<file path="config.mk">
export PLATFORM = sky130hd
export DESIGN_NAME = mac_simd_pipe_flat
export DESIGN_NICKNAME = d
export VERILOG_FILES = /design/src/rtl/mac_pkg.sv /design/src/rtl/mac_simd_pipe_if.sv /design/src/rtl/mac_lane_sat.sv /design/src/rtl/mac_simd_pipe.sv /design/src/flat_wrapper.sv
export SDC_FILE = /design/constraint.sdc
export NUM_CORES = 1
export LEC_CHECK = 0
export ABC_CLOCK_PERIOD_IN_PS = 5690
export CAP_MARGIN = 20
export CORE_MARGIN = 2
export CORE_UTILIZATION = 40
export CTS_BUF_LIST = sky130_fd_sc_hd__clkbuf_2
export CTS_CLUSTER_DIAMETER = 150
export DETAILED_ROUTE_END_ITERATION = 6
export PLACE_DENSITY_LB_ADDON = 0.2
export SKIP_LAST_GASP = 1
export SYNTH_ARGS = -nofsm -noshare
export SYNTH_HDL_FRONTEND = slang
export SYNTH_SLANG_ARGS = --single-unit
export TNS_END_PERCENT = 100
</file>
<file path="constraint.sdc">
create_clock -name clk -period 5.69 [get_ports clk]
set_input_delay 1.138 -clock clk [delete_from_list [all_inputs] [get_ports clk]]
set_output_delay 1.138 -clock clk [all_outputs]
set_load 0.02 [all_outputs]
</file>
<file path="src/rtl/mac_pkg.sv">
// Shared definitions for the SIMD multiply-accumulate pipeline.
//   - default parameter values for operand width, lane count and guard width
//   - op field layout: op[1:0] selects the operation, op[MODE_BIT] selects split mode
//   - op_code_e: operation encodings used by the pipeline and the lane datapath
package mac_pkg;

  localparam int DEF_DATA_W  = 16;
  localparam int DEF_LANES   = 2;
  localparam int DEF_GUARD_W = 8;

  localparam int OP_W     = 3;
  localparam int MODE_BIT = 2;

  typedef enum logic [1:0] {
    OP_CLR = 2'b00,
    OP_MUL = 2'b01,
    OP_MAC = 2'b10,
    OP_SAT = 2'b11
  } op_code_e;

endpackage

</file>
<file path="src/rtl/mac_simd_pipe_if.sv">
// Operand/result bundle of mac_simd_pipe.
//   master: drives in_valid, stall, op, multiplier, multiplicand; reads out_valid, result, protect
//   slave : the pipeline side (mirror of master)
interface mac_simd_pipe_if import mac_pkg::*; #(
  parameter int DATA_W  = DEF_DATA_W,
  parameter int GUARD_W = DEF_GUARD_W
) ();

  logic                  in_valid;
  logic                  stall;
  logic [OP_W-1:0]       op;
  logic [DATA_W-1:0]     multiplier;
  logic [DATA_W-1:0]     multiplicand;
  logic                  out_valid;
  logic [2*DATA_W-1:0]   result;
  logic [GUARD_W-1:0]    protect;

  modport master (
    output in_valid, stall, op, multiplier, multiplicand,
    input  out_valid, result, protect
  );

  modport slave (
    input  in_valid, stall, op, multiplier, multiplicand,
    output out_valid, result, protect
  );

endinterface

</file>
<file path="src/rtl/mac_lane_sat.sv">
// Combinational accumulator update for one signed accumulator of GUARD_W+LOW_W bits.
//   op_code : clear / multiply / multiply-accumulate / saturate
//   acc_in  : current accumulator {guard, low}
//   prod    : signed product, LOW_W bits
//   acc_out : next accumulator value
// Used once at full width and once per lane in split mode.
module mac_lane_sat import mac_pkg::*; #(
  parameter int LOW_W   = 32,
  parameter int GUARD_W = 8
) (
  input  op_code_e                   op_code,
  input  logic [GUARD_W+LOW_W-1:0]   acc_in,
  input  logic [LOW_W-1:0]           prod,
  output logic [GUARD_W+LOW_W-1:0]   acc_out
);

  localparam int ACC_W = GUARD_W + LOW_W;

  logic [ACC_W-1:0] prod_ext;
  logic [ACC_W-1:0] sum;
  logic [ACC_W-1:0] sat_max;
  logic [ACC_W-1:0] sat_min;
  logic [ACC_W-1:0] sat_val;
  logic [GUARD_W:0] top_bits;
  logic             in_range;

  assign prod_ext = {{GUARD_W{prod[LOW_W-1]}}, prod};
  assign sum      = acc_in + prod_ext;   // wraps modulo 2**ACC_W

  assign sat_max = {{(GUARD_W+1){1'b0}}, {(LOW_W-1){1'b1}}};
  assign sat_min = {{(GUARD_W+1){1'b1}}, {(LOW_W-1){1'b0}}};

  // The value fits the low field exactly when the guard bits and the low
  // field's MSB all agree; such a value is already correctly sign-extended.
  assign top_bits = acc_in[ACC_W-1:LOW_W-1];
  assign in_range = (&top_bits) || !(|top_bits);
  assign sat_val  = in_range ? acc_in : (acc_in[ACC_W-1] ? sat_min : sat_max);

  always_comb begin
    acc_out = acc_in;
    case (op_code)
      OP_CLR:  acc_out = '0;
      OP_MUL:  acc_out = prod_ext;
      OP_MAC:  acc_out = sum;
      OP_SAT:  acc_out = sat_val;
      default: acc_out = acc_in;
    endcase
  end

endmodule

</file>
<file path="src/rtl/mac_simd_pipe.sv">
// Three-stage SIMD multiply-accumulate pipeline.
//   clk     : clock, rising edge
//   reset_n : asynchronous active-low reset, clears every stage and the outputs
//   bus     : mac_simd_pipe_if.slave
//             in_valid/op/multiplier/multiplicand in; stall freezes everything;
//             out_valid/result/protect out, where {protect,result} is the accumulator.
// Stages: S1 registers the request, S2 registers the products (full and
// per-lane), S3 updates the accumulator. A result is visible three rising
// edges after its request is sampled. In split mode each lane is an
// independent signed accumulator {protect lane, result lane} with no carry
// between lanes. A mode change does not reformat the accumulator.
// DATA_W and GUARD_W must be divisible by LANES; LANES is a power of two >= 2.
module mac_simd_pipe import mac_pkg::*; #(
  parameter int DATA_W  = DEF_DATA_W,
  parameter int LANES   = DEF_LANES,
  parameter int GUARD_W = DEF_GUARD_W
) (
  input logic             clk,
  input logic             reset_n,
  mac_simd_pipe_if.slave  bus
);

  localparam int ACC_W  = GUARD_W + 2*DATA_W;
  localparam int LW     = DATA_W / LANES;
  localparam int GW     = GUARD_W / LANES;
  localparam int LACC_W = GW + 2*LW;

  // S1
  logic                s1_valid_reg;
  logic [OP_W-1:0]     s1_op_reg;
  logic [DATA_W-1:0]   s1_a_reg;
  logic [DATA_W-1:0]   s1_b_reg;
  // S2
  logic                s2_valid_reg;
  logic [OP_W-1:0]     s2_op_reg;
  logic [2*DATA_W-1:0] s2_full_prod_reg;
  logic [2*DATA_W-1:0] s2_lane_prod_reg;   // lane i at [i*2LW +: 2LW]
  // S3
  logic                out_valid_reg;
  logic [ACC_W-1:0]    acc_reg;

  logic [2*DATA_W-1:0] full_a_ext;
  logic [2*DATA_W-1:0] full_b_ext;
  logic [2*DATA_W-1:0] full_prod_next;
  logic [2*LW-1:0]     lane_prod_next [LANES];

  op_code_e            s2_code;
  logic                s2_split;
  logic [ACC_W-1:0]    full_acc_next;
  logic [LACC_W-1:0]   lane_acc_cur  [LANES];
  logic [LACC_W-1:0]   lane_acc_next [LANES];
  logic [ACC_W-1:0]    acc_next;

  // Sign-extend before multiplying so the truncated product is the exact
  // signed product.
  assign full_a_ext     = {{DATA_W{s1_a_reg[DATA_W-1]}}, s1_a_reg};
  assign full_b_ext     = {{DATA_W{s1_b_reg[DATA_W-1]}}, s1_b_reg};
  assign full_prod_next = full_a_ext * full_b_ext;

  assign s2_code  = op_code_e'(s2_op_reg[1:0]);
  assign s2_split = s2_op_reg[MODE_BIT];

  mac_lane_sat #(
    .LOW_W   (2*DATA_W),
    .GUARD_W (GUARD_W)
  ) u_full (
    .op_code (s2_code),
    .acc_in  (acc_reg),
    .prod    (s2_full_prod_reg),
    .acc_out (full_acc_next)
  );

  generate
    for (genvar gi = 0; gi < LANES; gi++) begin : g_lane
      logic [2*LW-1:0] a_ext;
      logic [2*LW-1:0] b_ext;

      assign a_ext = {{LW{s1_a_reg[gi*LW+LW-1]}}, s1_a_reg[gi*LW +: LW]};
      assign b_ext = {{LW{s1_b_reg[gi*LW+LW-1]}}, s1_b_reg[gi*LW +: LW]};
      assign lane_prod_next[gi] = a_ext * b_ext;

      assign lane_acc_cur[gi] = {acc_reg[2*DATA_W + gi*GW +: GW],
                                 acc_reg[gi*2*LW +: 2*LW]};

      mac_lane_sat #(
        .LOW_W   (2*LW),
        .GUARD_W (GW)
      ) u_lane (
        .op_code (s2_code),
        .acc_in  (lane_acc_cur[gi]),
        .prod    (s2_lane_prod_reg[gi*2*LW +: 2*LW]),
        .acc_out (lane_acc_next[gi])
      );
    end
  endgenerate

  // Scatter each lane's {guard, low} back into the {protect, result} layout.
  always_comb begin
    acc_next = full_acc_next;
    if (s2_split) begin
      for (int i = 0; i < LANES; i++) begin
        acc_next[i*2*LW +: 2*LW]        = lane_acc_next[i][2*LW-1:0];
        acc_next[2*DATA_W + i*GW +: GW] = lane_acc_next[i][LACC_W-1:2*LW];
      end
    end
  end

  always_ff @(posedge clk or negedge reset_n) begin
    if (!reset_n) begin
      s1_valid_reg     <= 1'b0;
      s1_op_reg        <= '0;
      s1_a_reg         <= '0;
      s1_b_reg         <= '0;
      s2_valid_reg     <= 1'b0;
      s2_op_reg        <= '0;
      s2_full_prod_reg <= '0;
      s2_lane_prod_reg <= '0;
      out_valid_reg    <= 1'b0;
      acc_reg          <= '0;
    end else if (!bus.stall) begin
      s1_valid_reg     <= bus.in_valid;
      s1_op_reg        <= bus.op;
      s1_a_reg         <= bus.multiplier;
      s1_b_reg         <= bus.multiplicand;

      s2_valid_reg     <= s1_valid_reg;
      s2_op_reg        <= s1_op_reg;
      s2_full_prod_reg <= full_prod_next;
      for (int i = 0; i < LANES; i++) begin
        s2_lane_prod_reg[i*2*LW +: 2*LW] <= lane_prod_next[i];
      end

      out_valid_reg    <= s2_valid_reg;
      if (s2_valid_reg) begin
        acc_reg <= acc_next;
      end
    end
  end

  assign bus.out_valid = out_valid_reg;
  assign bus.result    = acc_reg[2*DATA_W-1:0];
  assign bus.protect   = acc_reg[ACC_W-1:2*DATA_W];

endmodule

</file>
<file path="src/flat_wrapper.sv">
// flat-port wrapper written by rule: the top's interface ports become plain ports
module mac_simd_pipe_flat import mac_pkg::*;
#(
  parameter int DATA_W  = DEF_DATA_W,
  parameter int LANES   = DEF_LANES,
  parameter int GUARD_W = DEF_GUARD_W
)
  (clk, reset_n, bus_in_valid, bus_stall, bus_op, bus_multiplier, bus_multiplicand, bus_out_valid, bus_result, bus_protect);
  mac_simd_pipe_if #(.DATA_W(DATA_W), .GUARD_W(GUARD_W)) bus_i ();
  input logic clk;
  input logic reset_n;
  input wire logic [$bits(bus_i.in_valid)-1:0] bus_in_valid;
  input wire logic [$bits(bus_i.stall)-1:0] bus_stall;
  input wire logic [$bits(bus_i.op)-1:0] bus_op;
  input wire logic [$bits(bus_i.multiplier)-1:0] bus_multiplier;
  input wire logic [$bits(bus_i.multiplicand)-1:0] bus_multiplicand;
  output wire logic [$bits(bus_i.out_valid)-1:0] bus_out_valid;
  output wire logic [$bits(bus_i.result)-1:0] bus_result;
  output wire logic [$bits(bus_i.protect)-1:0] bus_protect;
  assign bus_i.in_valid = bus_in_valid;
  assign bus_i.stall = bus_stall;
  assign bus_i.op = bus_op;
  assign bus_i.multiplier = bus_multiplier;
  assign bus_i.multiplicand = bus_multiplicand;
  assign bus_out_valid = bus_i.out_valid;
  assign bus_result = bus_i.result;
  assign bus_protect = bus_i.protect;
  mac_simd_pipe #(.DATA_W(DATA_W), .LANES(LANES), .GUARD_W(GUARD_W)) u_core (.clk(clk), .reset_n(reset_n), .bus(bus_i));
endmodule
</file>
---- After elaboration in Yosys (flattened, before gate mapping) ----
Cells that the tools add are included.
word-level totals
  flip-flop bits (word level) ............. 145
  output and inout bits ................... 41
  input port bits ......................... 39
  logic and storage cells ................. 49
cells by class
  equal/unequal tests ..................... 6
  mux-type cells .......................... 10
  bitwise gates (word level) .............. 1
  reductions and logical operators ........ 15
  $add $sub $neg .......................... 3
  multipliers ............................. 3
operators with widths
  kind                  number
  $pmux W20 S4          2
  $pmux W40 S4          1
  $mux W40              3
  $mux W20              4
  $add A20 B20 Y20      2
  $add A40 B40 Y40      1
  $mul A16 B16 Y32      1
  $mul A8 B8 Y16        2
  $reduce_and A5 Y1     2
  $reduce_or A5 Y1      2
  $reduce_and A9 Y1     1
  $reduce_or A9 Y1      1
  $reduce_and A4 Y1     2
  $ne A3 B3 Y1 const B  2
  $eq A2 B2 Y1 const B  2
  $logic_not A1 Y1      3
  $logic_or A1 B1 Y1    3
  $ne A3 B2 Y1 const B  1
  $eq A2 B1 Y1 const B  1
  $logic_not A2 Y1      1
  $not A1 Y1            1

---- Longest topological paths before layout ----
Gate-level depths: netlist of run 1.
  depth in word-level cells ............... 6
  gate-level depth with buffers ........... 26
  depth with buffers taken out ............ 24

---- Hierarchy ----
Synthesis of run 1 repeated with hierarchy kept, for this count alone.
second synthesis, totals
  cells, all modules ...................... 2788
  area total of the unflattened synthesis .. 24823.8 µm²
modules (own cells, without submodules)
  module                                      instances  area each (µm²)  sequential area each (µm²)  cells an instance
  mac_simd_pipe                               1          19150.9          3578.4                      1917
  mac_lane_sat (u_core.u_full)                1          2875.3           0.0                         445
  mac_lane_sat (u_core.g_lane[0].u_lane ...)  2          1398.8           0.0                         213

---- Worst setup path before layout of run 1 ----
No wires, ideal clock.
  path type ............................... reg2reg
  start point ............................. register u_core.s1_b_reg[7]
  end point ............................... register u_core.s2_full_prod_reg[31]
  slack ................................... -0.554 ns
  path buffers ............................ 2
  period minus slack after synthesis ...... 6.244 ns
  library setup time ...................... 0.130 ns
  data required time ...................... 5.560 ns
  data arrival time ....................... 6.114 ns
  cell stages (with the launch flop) ...... 23
  cells stage by stage .................... dfrtp_1 > clkbuf_1 > clkbuf_1 > nand2_1 > fa_1 > inv_1 > fa_1 > fa_1 > fa_1 > fa_1 > inv_1 > fa_1 > inv_1 > ha_1 > a21o_1 > a21o_1 > a21o_1 > a31o_2 > or3b_1 > o22ai_2 > o311a_1 > a2111o_1 > nand4_1
between the ends
  word-level cells in the longest chain between the ends .. 1
ends and longest elaborated chain
  what                    RTL line              RTL
  start, declared         mac_simd_pipe.sv:32   logic [DATA_W-1:0] s1_b_reg;
  start signal, assigned  mac_simd_pipe.sv:124  s1_b_reg <= bus.multiplicand;
  $mul A16 B16 Y32        mac_simd_pipe.sv:58   assign full_prod_next = full_a_ext * full_b_ext;
  end signal, assigned    mac_simd_pipe.sv:128  s2_full_prod_reg <= full_prod_next;
  end, declared           mac_simd_pipe.sv:36   logic [2*DATA_W-1:0] s2_full_prod_reg;
No other way between the ends.
A chain may end at the register's enable or synchronous reset.

---- Final worst setup path of run 1 ----
  start point ............................. register u_core.s1_a_reg[5]
  end point ............................... register u_core.s2_full_prod_reg[31]
between the ends
  word-level cells in the longest chain between the ends .. 1
ends and longest elaborated chain
  what                    RTL line              RTL
  start, declared         mac_simd_pipe.sv:31   logic [DATA_W-1:0] s1_a_reg;
  start signal, assigned  mac_simd_pipe.sv:123  s1_a_reg <= bus.multiplier;
  $mul A16 B16 Y32        mac_simd_pipe.sv:58
No other way between the ends.

==> reports/qor.yml, run 1 <==
nFillCells: 5665
hold_slack_ns: 0.521
worst-setup-path-type: "register to register"
fin_ws_ns: -0.345
pin_count: 80
portBuffers: 79
cp.required_ns: 6.60
grt.met1_usage_pct: 30.7
clk_pin_slew_ns: 0.27
dieArea_mm2: 0.0615
status: "finished, violations left"
grt_use_total_pct: 22.1
max-cap-violations: 0
viasPerCell: 5.18
routed_wl_um: 65300
drt_iter0_drc: 1007
drtAntennaViolNets: 0
multiInputGateArea_mm2: 0.0183
register_area_mm2: 0.00360
netlist_area_mm2: 0.0238
synth-seq-cells: 143
coreArea_mm2: 0.0589
final_core_util_pct: 47.2
gp_congestion: 0.914
fin_nets: 3490
synth_cells: 2630
fp.dieH_um: 248
fmaxAchievable_mhz: 166
dieWidth_um: 248
violations: "setup timing"
core.rowCount: 89
slew_violations: 0
worst_setup_path_end_kind: "register"
ctsRootBufferMaster: "clkbuf_2"
firstDrtPassIters: 6
htree_num_levels: 4
syn_avg_cell_area_um2: 9.05
period_share_pct: 106
skew_ns: 0.0664
clock_sinks: 143
grt.busiest_layer: "met2"
cts_tree: "yes"
crit_arrival_ns: 6.94
grt_antenna_before_repair: 3
hold_path_class: "register to register"
worstSkewPairLatency_ns: 1.04
synth_ff_type: "dfrtp_1"
cts.path.max_buffers: 2
hold_violations: 0
async_flop_share_pct: 100
start_util_pct: 40.4
tightestPinTransition_ns: 1.13
grt_pass1_vias: 19900
setup-violations-final: 14
largest_reg_flops: 40
grt_overflow: 0
cts_made_buffers: 17
vias: 19000
synth_edf_count: 0
drc: 0
crit_fanout: 4
area_delta_synth_final_pct: 16.9
hpwlAfterDp_um: 54300
use_met2_pct: 36.4
routedWlPerCell_um: 17.8
synth_cell_types: 84
syn-num-nets: 3234
finalCriticalPeriod_ns: 6.03
yosysWarnings: 0
ys_seq_area_share_pct: 15.0
slew_headroom_pct: 24.1
cp-start-kind: "register"
grt_pass1_wl_um: 106000
grtUsageMet3_pct: 3.38
rsz0062_at_grt: "true"
drive_gt1_share_pct: 15.2
grt_start_max_net_pins: 93
## synthesized netlist by cell type, types with 7 or more instances
| library cell | count | area [um2] |
|---|---|---|
| xor2_1 | 35 | 307 |
| nor3_1 | 30 | 150 |
| mux2i_1 | 13 | 130 |
| a21oi_1 | 99 | 495 |
| fa_1 | 352 | 7050 |
| a211oi_1 | 15 | 113 |
| o21a_1 | 17 | 128 |
| a221oi_1 | 25 | 219 |
| o21bai_1 | 16 | 120 |
| a31oi_1 | 13 | 81.3 |
| o31ai_1 | 35 | 263 |
| nor2b_1 | 11 | 68.8 |
| clkbuf_1 | 72 | 270 |
| or2_2 | 7 | 43.8 |
| and2_1 | 119 | 744 |
| a21boi_0 | 7 | 52.6 |
| inv_1 | 500 | 1880 |
| a21o_1 | 55 | 413 |
| buf_2 | 8 | 40.0 |
| dfrtp_1 | 143 | 3580 |
| nand3_1 | 23 | 115 |
| and3_1 | 8 | 50.1 |
| ha_1 | 213 | 2670 |
| a22oi_1 | 14 | 105 |
| mux2_2 | 57 | 642 |
| nand2_1 | 271 | 1020 |
| nor2_1 | 76 | 285 |
| o21ai_1 | 11 | 55.1 |
| buf_1 | 11 | 41.3 |
| or3_1 | 8 | 50.1 |
| nand2b_1 | 35 | 219 |
| or4_1 | 7 | 52.6 |
| nand4_1 | 12 | 75.1 |
| o21ai_0 | 130 | 651 |
| xnor2_1 | 74 | 648 |
## layout make-up
cell class | count | area share, %
diodes | 3 | 0.0270
clock buffers | 17 | 0.306
clock inverters | 15 | 0.661
inverters | 502 | 6.79
multi-input cells | 1892 | 65.6
flip-flops and latches | 143 | 13.0
well taps | 773 | 3.48
repair buffers | 330 | 10.2
## cell families (layout without fill, tap and decap cells)
family	count (synthesis)	count (layout)	synth area share (%)
adder cells (fa/ha/maj)	565	565	40.8
flip-flops	143	143	15.0
multiplexers	70	70	3.24
AND/OR/NAND/NOR	633	633	12.9
XOR/XNOR	109	109	4.01
AO/OA/AOI/OAI	515	515	14.5
buffers and inverters	595	864	9.45
other	0	3	0
## cell usage in the layout (no fill, tap or decap), types with 22 or more instances in the layout
cell	netlist	final
xor2_1	35	35
inv_1	500	490
mux2_2	57	57
a221oi_1	25	25
xnor2_1	74	70
ha_1	213	207
nor2_1	76	74
clkdlybuf4s50_1	0	77
nand2_1	271	265
o21ai_0	130	119
nand2b_1	35	35
and2_1	119	111
buf_4	1	231
dfrtp_1	143	123
a21o_1	55	55
o31ai_1	35	34
a21oi_1	99	97
nor3_1	30	30
nand3_1	23	22
fa_1	352	344
## worst paths after layout
path                                       from                          end  slack, ns  depth (start not counted)
max                          u_core.s1_a_reg[5]  u_core.s2_full_prod_reg[31]      -0.34                         21
min reg2reg                u_core.bus.out_valid         u_core.bus.out_valid       0.52                          1
min in group asynchronous               reset_n           u_core.acc_reg[37]       0.62                          2
max in group asynchronous               reset_n           u_core.s1_a_reg[7]       4.08                          3
min                        u_core.bus.out_valid         u_core.bus.out_valid       0.52                          1
max reg2reg                  u_core.s1_a_reg[5]  u_core.s2_full_prod_reg[31]      -0.34                         21
## through the flow
stage | setup WS [ns] | cell area [um2] | instances | TNS [ns]
2_1_floorplan | -0.179 | 24000 | 2630 | -0.581
3_3_place_gp | -0.471 | 27100 | 3617 | -3.99
3_5_place_dp | -0.461 | 27100 | 3617 | -4.34
4_1_cts | -0.382 | 27600 | 3660 | -3.55
5_1_grt | -0.517 | 27800 | 3675 | -5.84
6_report | -0.345 | 27800 | 3675 | -3.02
## routing by layer
| metal | vias to the layer above | wire [um] |
|---|---|---|
| li1 | 9101 | - |
| met1 | 9483 | 30900 |
| met2 | 379 | 30800 |
| met3 | 63 | 2730 |
| met4 | 2 | 857 |
| met5 | - | 14 |
## worst max-delay path, cell delays in order, from the launching register on
cell and delay (ns):
dfrtp_2 0.48, buf_6 0.13, buf_6 0.12, and2_4 0.13, fa_1 0.54, fa_1 0.44
fa_1 0.52, fa_1 0.51, fa_1 0.53, inv_2 0.04, fa_1 0.48, inv_2 0.04
ha_4 0.21, a21o_1 0.19, a21o_1 0.15, a21o_1 0.20, a31o_4 0.22, or3b_1 0.36
o22ai_2 0.19, o311a_1 0.22, a2111o_1 0.15, nand4_1 0.08
## repair_timing
action,4_1_cts,5_1_grt
hold buffers,1,0
resized for setup,42,51
buffers inserted,10,14
setup endpoints to repair,15,20
pin swaps,30,37
endpoints found under the hold margin,58,0
Power of run 1 is not shown: default switching activity piles up to over one toggle a cycle in this logic, so the estimate is an artifact.
==> inputs of run 2 (changes only) <==
- CORE_UTILIZATION: 40 -> 59
- SYNTH_HIERARCHICAL: unset -> 1
==> run 2 against run 1 <==
  * The flow still finishes with violations (setup timing)
  * Global-route usage grew 9.3 points
  * Non-clock buffer count grew 1
  * Design area grew 2.7%
  * Clock skew grew 0.011 ns
  * Hold slack gained 0.015 ns
  * Die area shrank 29%
  * Sequential share of layout area shrank 0.34 points
  * Flip-flop and latch count is the same
  * Count of clock-buffer cells in the layout is the same
  * Cell count shrank 2.6%
  * Via count grew 8.3%
  * Maximum frequency shrank 4.0%
  * Largest cell class unchanged
  * Highest routed layer unchanged
==> reports/qor.yml, run 2 <==
area_delta_synth_final_pct: 15.1
r2r_slack_ns: -0.60  # -0.25 ns
dieWidth_um: 209  # -16%
violations: "setup timing"
period_share_pct: 111  # +4.5 points
synth_ff_type: "dfrtp_1"
r2r_cells: 22  # +4.8%
tightestPinTransition_ns: 1.05  # -0.0818 ns
cts.path.max_buffers: 2  # unchanged
crit_path_frequent_cell: "inv_2"
regToRegStartpoint: "u_core/s1_b_reg[4]"
grt_antenna_before_repair: 3  # unchanged
pin_count: 80  # unchanged
skew_ns: 0.0776  # +0.0112 ns
cp_slowest_stage_delay_ns: 0.57  # +0.03 ns
slew_violations: 0  # unchanged
fp.dieH_um: 209  # -16%
nFillCells: 3290  # -42%
vias: 20600  # +8.3%
grt_pass1_vias: 21100  # +5.6%
viasPerCell: 5.75  # +11%
synth_cells: 2788  # +6.0%
clock_sinks: 143  # unchanged
drc: 0  # unchanged
slowest_stage: "fa_2"
synth_cell_types: 77  # -8.3%
cp.required_ns: 6.63  # +0.03 ns
cts_made_buffers: 17  # unchanged
routed_wl_um: 66800  # +2.3%
core.rowCount: 75  # -16%
largest_reg_flops: 40  # unchanged
drt_iter0_drc: 1521  # +51%
yosysWarnings: 6  # +6
syn-num-nets: 3395  # +5.0%
worst-path-stages: 22  # +4.8%
hold_violations: 0  # unchanged
tns_ns: -3.92  # -0.904 ns
crit_fanout: 6  # +2
syn_avg_cell_area_um2: 8.90  # -1.6%
hpwlAfterDp_um: 53600  # -1.3%
coreArea_mm2: 0.0418  # -29%
path_buf_inv: 6  # +2
crit_path_start: "u_core/s1_b_reg[4]"
synth_top_area_share_pct: 28.5  # -1.1 points
worstSetupEndpoint: "u_core/s2_full_prod_reg[23]"
start_util_pct: 59.4  # +19 points
slew_headroom_pct: 30.0  # +6.0 points
final_cell_mix: "455 x inv_1, 337 x nand2_1, 332 x fa_1, 231 x buf_4, 203 x ha_1"
portBuffers: 79  # unchanged
drive_gt1_share_pct: 16.0  # +0.71 points
firstDrtPassIters: 6  # unchanged
drtAntennaViolNets: 0  # unchanged
clk_pin_slew_ns: 0.32  # +0.05 ns
hold_depth: 2  # +1
crit_arrival_ns: 7.23  # +0.29 ns
fin_ws_ns: -0.599  # -0.255 ns
grt_use_total_pct: 31.4  # +9.3 points
rsz0062_at_grt: "true"
htree_num_levels: 4  # unchanged
gp_congestion: 0.947  # +3.6%
cts_tree: "yes"
grt_start_max_net_pins: 103  # +11%
finalCriticalPeriod_ns: 6.29  # +0.255 ns
cp-start-kind: "register"
yosysMostFrequentCell: "inv_1"
ctsRootBufferMaster: "clkbuf_2"
r2r-end: "u_core/s2_full_prod_reg[23]"
netlist_area_mm2: 0.0248  # +4.3%
fmaxAchievable_mhz: 159  # -4.0%
routedWlPerCell_um: 18.7  # +5.0%
status: "finished, violations left"
synth-seq-cells: 143  # unchanged
grt_pass1_wl_um: 109000  # +2.3%
final_common_cell: "inv_1"
path_cells: "buf_12 -> and2_4 -> fa_2 -> inv_2 -> fa_2 -> fa_2 -> fa_1 -> inv_2 -> fa_1 -> inv_2 -> fa_1 -> inv_2 -> ha_4 -> a21o_1 -> or4_4 -> a31oi_4 -> buf_6 -> o31ai_4 -> a221o_1 -> a21oi_2 -> xor2_1 -> o21ai_1"
worst-setup-path-type: "register to register"
worstSkewPairLatency_ns: 1.04  # about the same
synthTopCellsByCount: "469 x inv_1, 353 x fa_1, 343 x nand2_1, 215 x ha_1, 202 x o21ai_0"
ys_seq_area_share_pct: 14.4  # -0.62 points
dieArea_mm2: 0.0437  # -29%
synth_area_leaders: "fa_1 28%, dfrtp_1 14%, ha_1 11%, inv_1 7.1%, nand2_1 5.2%"
synth_edf_count: 0  # unchanged
yosysTopAreaCell: "fa_1"
crit_family: "adder cells"
async_flop_share_pct: 100  # unchanged
fin_nets: 3634  # +4.1%
setup-violations-final: 17  # +3
max-cap-violations: 0  # unchanged
grt_overflow: 0  # unchanged
worst_setup_path_end_kind: "register"
hold_path_class: "register to register"
-- run 2: changes by cell type in the layout (fill, tap and decap cells not counted), moves of 13 or more --
cell      change
o21ai_0      +74
nand2_1      +72
o211ai_1     +48
inv_1        -35
mux2i_1      +35
a221oi_1     -25
o31ai_1      -19
and3_1       +17
nor2_1       -16
a21o_1       -15
fa_2         +13
-- run 2: area by class of cell --
| class | instances | area [um2] | area share [%] |
|---|---|---|---|
| Inverter | 469 | 1760 | 6.16 |
| Antenna cell | 1 | 2.50 | 0.00876 |
| Timing Repair Buffer | 331 | 2810 | 9.83 |
| Tap cell | 539 | 674 | 2.36 |
| Clock buffer | 17 | 85.1 | 0.298 |
| Clock inverter | 15 | 165 | 0.578 |
| Sequential cell | 143 | 3600 | 12.6 |
| Multi-Input combinational cell | 2065 | 19500 | 68.2 |
-- run 2: tightest hold or removal path: cells and delay by family (launching register included) --
kind	cells	cell delay, ns
DFF	1	0.42
and+or+nand+nor	2	0.11
-- run 2: logic make-up after synthesis --
kind of cell / Yosys count / share of synthesized area, %
flops: 143 / 14.4
buf+inv: 580 / 8.91
xor+xnor: 114 / 4.02
compound gates: 569 / 15.1
fa+ha+maj: 568 / 39.3
simple gates: 714 / 13.9
mux: 100 / 4.29
-- run 2: worst min-delay path by stage --
stage                                      startpoint  slack, ns                           to
after global routing              u_core/s1_op_reg[1]       0.57          u_core/s1_op_reg[1]
after floorplan           u_core/s2_lane_prod_reg[10]       0.47  u_core/s2_lane_prod_reg[10]
final                            u_core/bus.out_valid       0.54         u_core/bus.out_valid
after global placement           u_core/bus.out_valid       0.47         u_core/bus.out_valid
after CTS                                   bus_stall       0.44   u_core/s2_lane_prod_reg[8]
after detailed placement         u_core/bus.out_valid       0.48         u_core/bus.out_valid
-- run 2: metrics by stage --
step | util (%) | instances | worst slack (ns) | hold slack, ns | area [um2]
6_report | 68.4 | 3580 | -0.599 | 0.536 | 28600
3_5_place_dp | 66.3 | 3515 | -0.472 | 0.478 | 27700
2_1_floorplan | - | 2788 | -0.124 | 0.470 | 25000
4_1_cts | 67.8 | 3565 | -0.342 | 0.438 | 28300
5_1_grt | 68.4 | 3580 | -0.768 | 0.566 | 28600
3_3_place_gp | 66.3 | 3515 | -0.326 | 0.474 | 27700
-- run 2: routing by layer --
layer | global-route usage [%] | wire (um) | part of all wire (%)
met1 | 44.2 | 29900 | 45
met2 | 51.2 | 31800 | 48
met3 | 4.24 | 3930 | 5.9
met4 | 8.52 | 1120 | 1.7
met5 | 0 | 33 | 0.049
-- run 2: what timing repair did --
| action | CTS | global route |
|---|---|---|
| buffers inserted | 18 | 15 |
| resized for setup | 69 | 41 |
| endpoints found under the hold margin | 49 | 0 |
| endpoints found under the setup margin | 14 | 17 |
| pin swaps | 40 | 33 |
| hold buffers | 1 | 0 |
Power of run 2 is left out for the same reason.
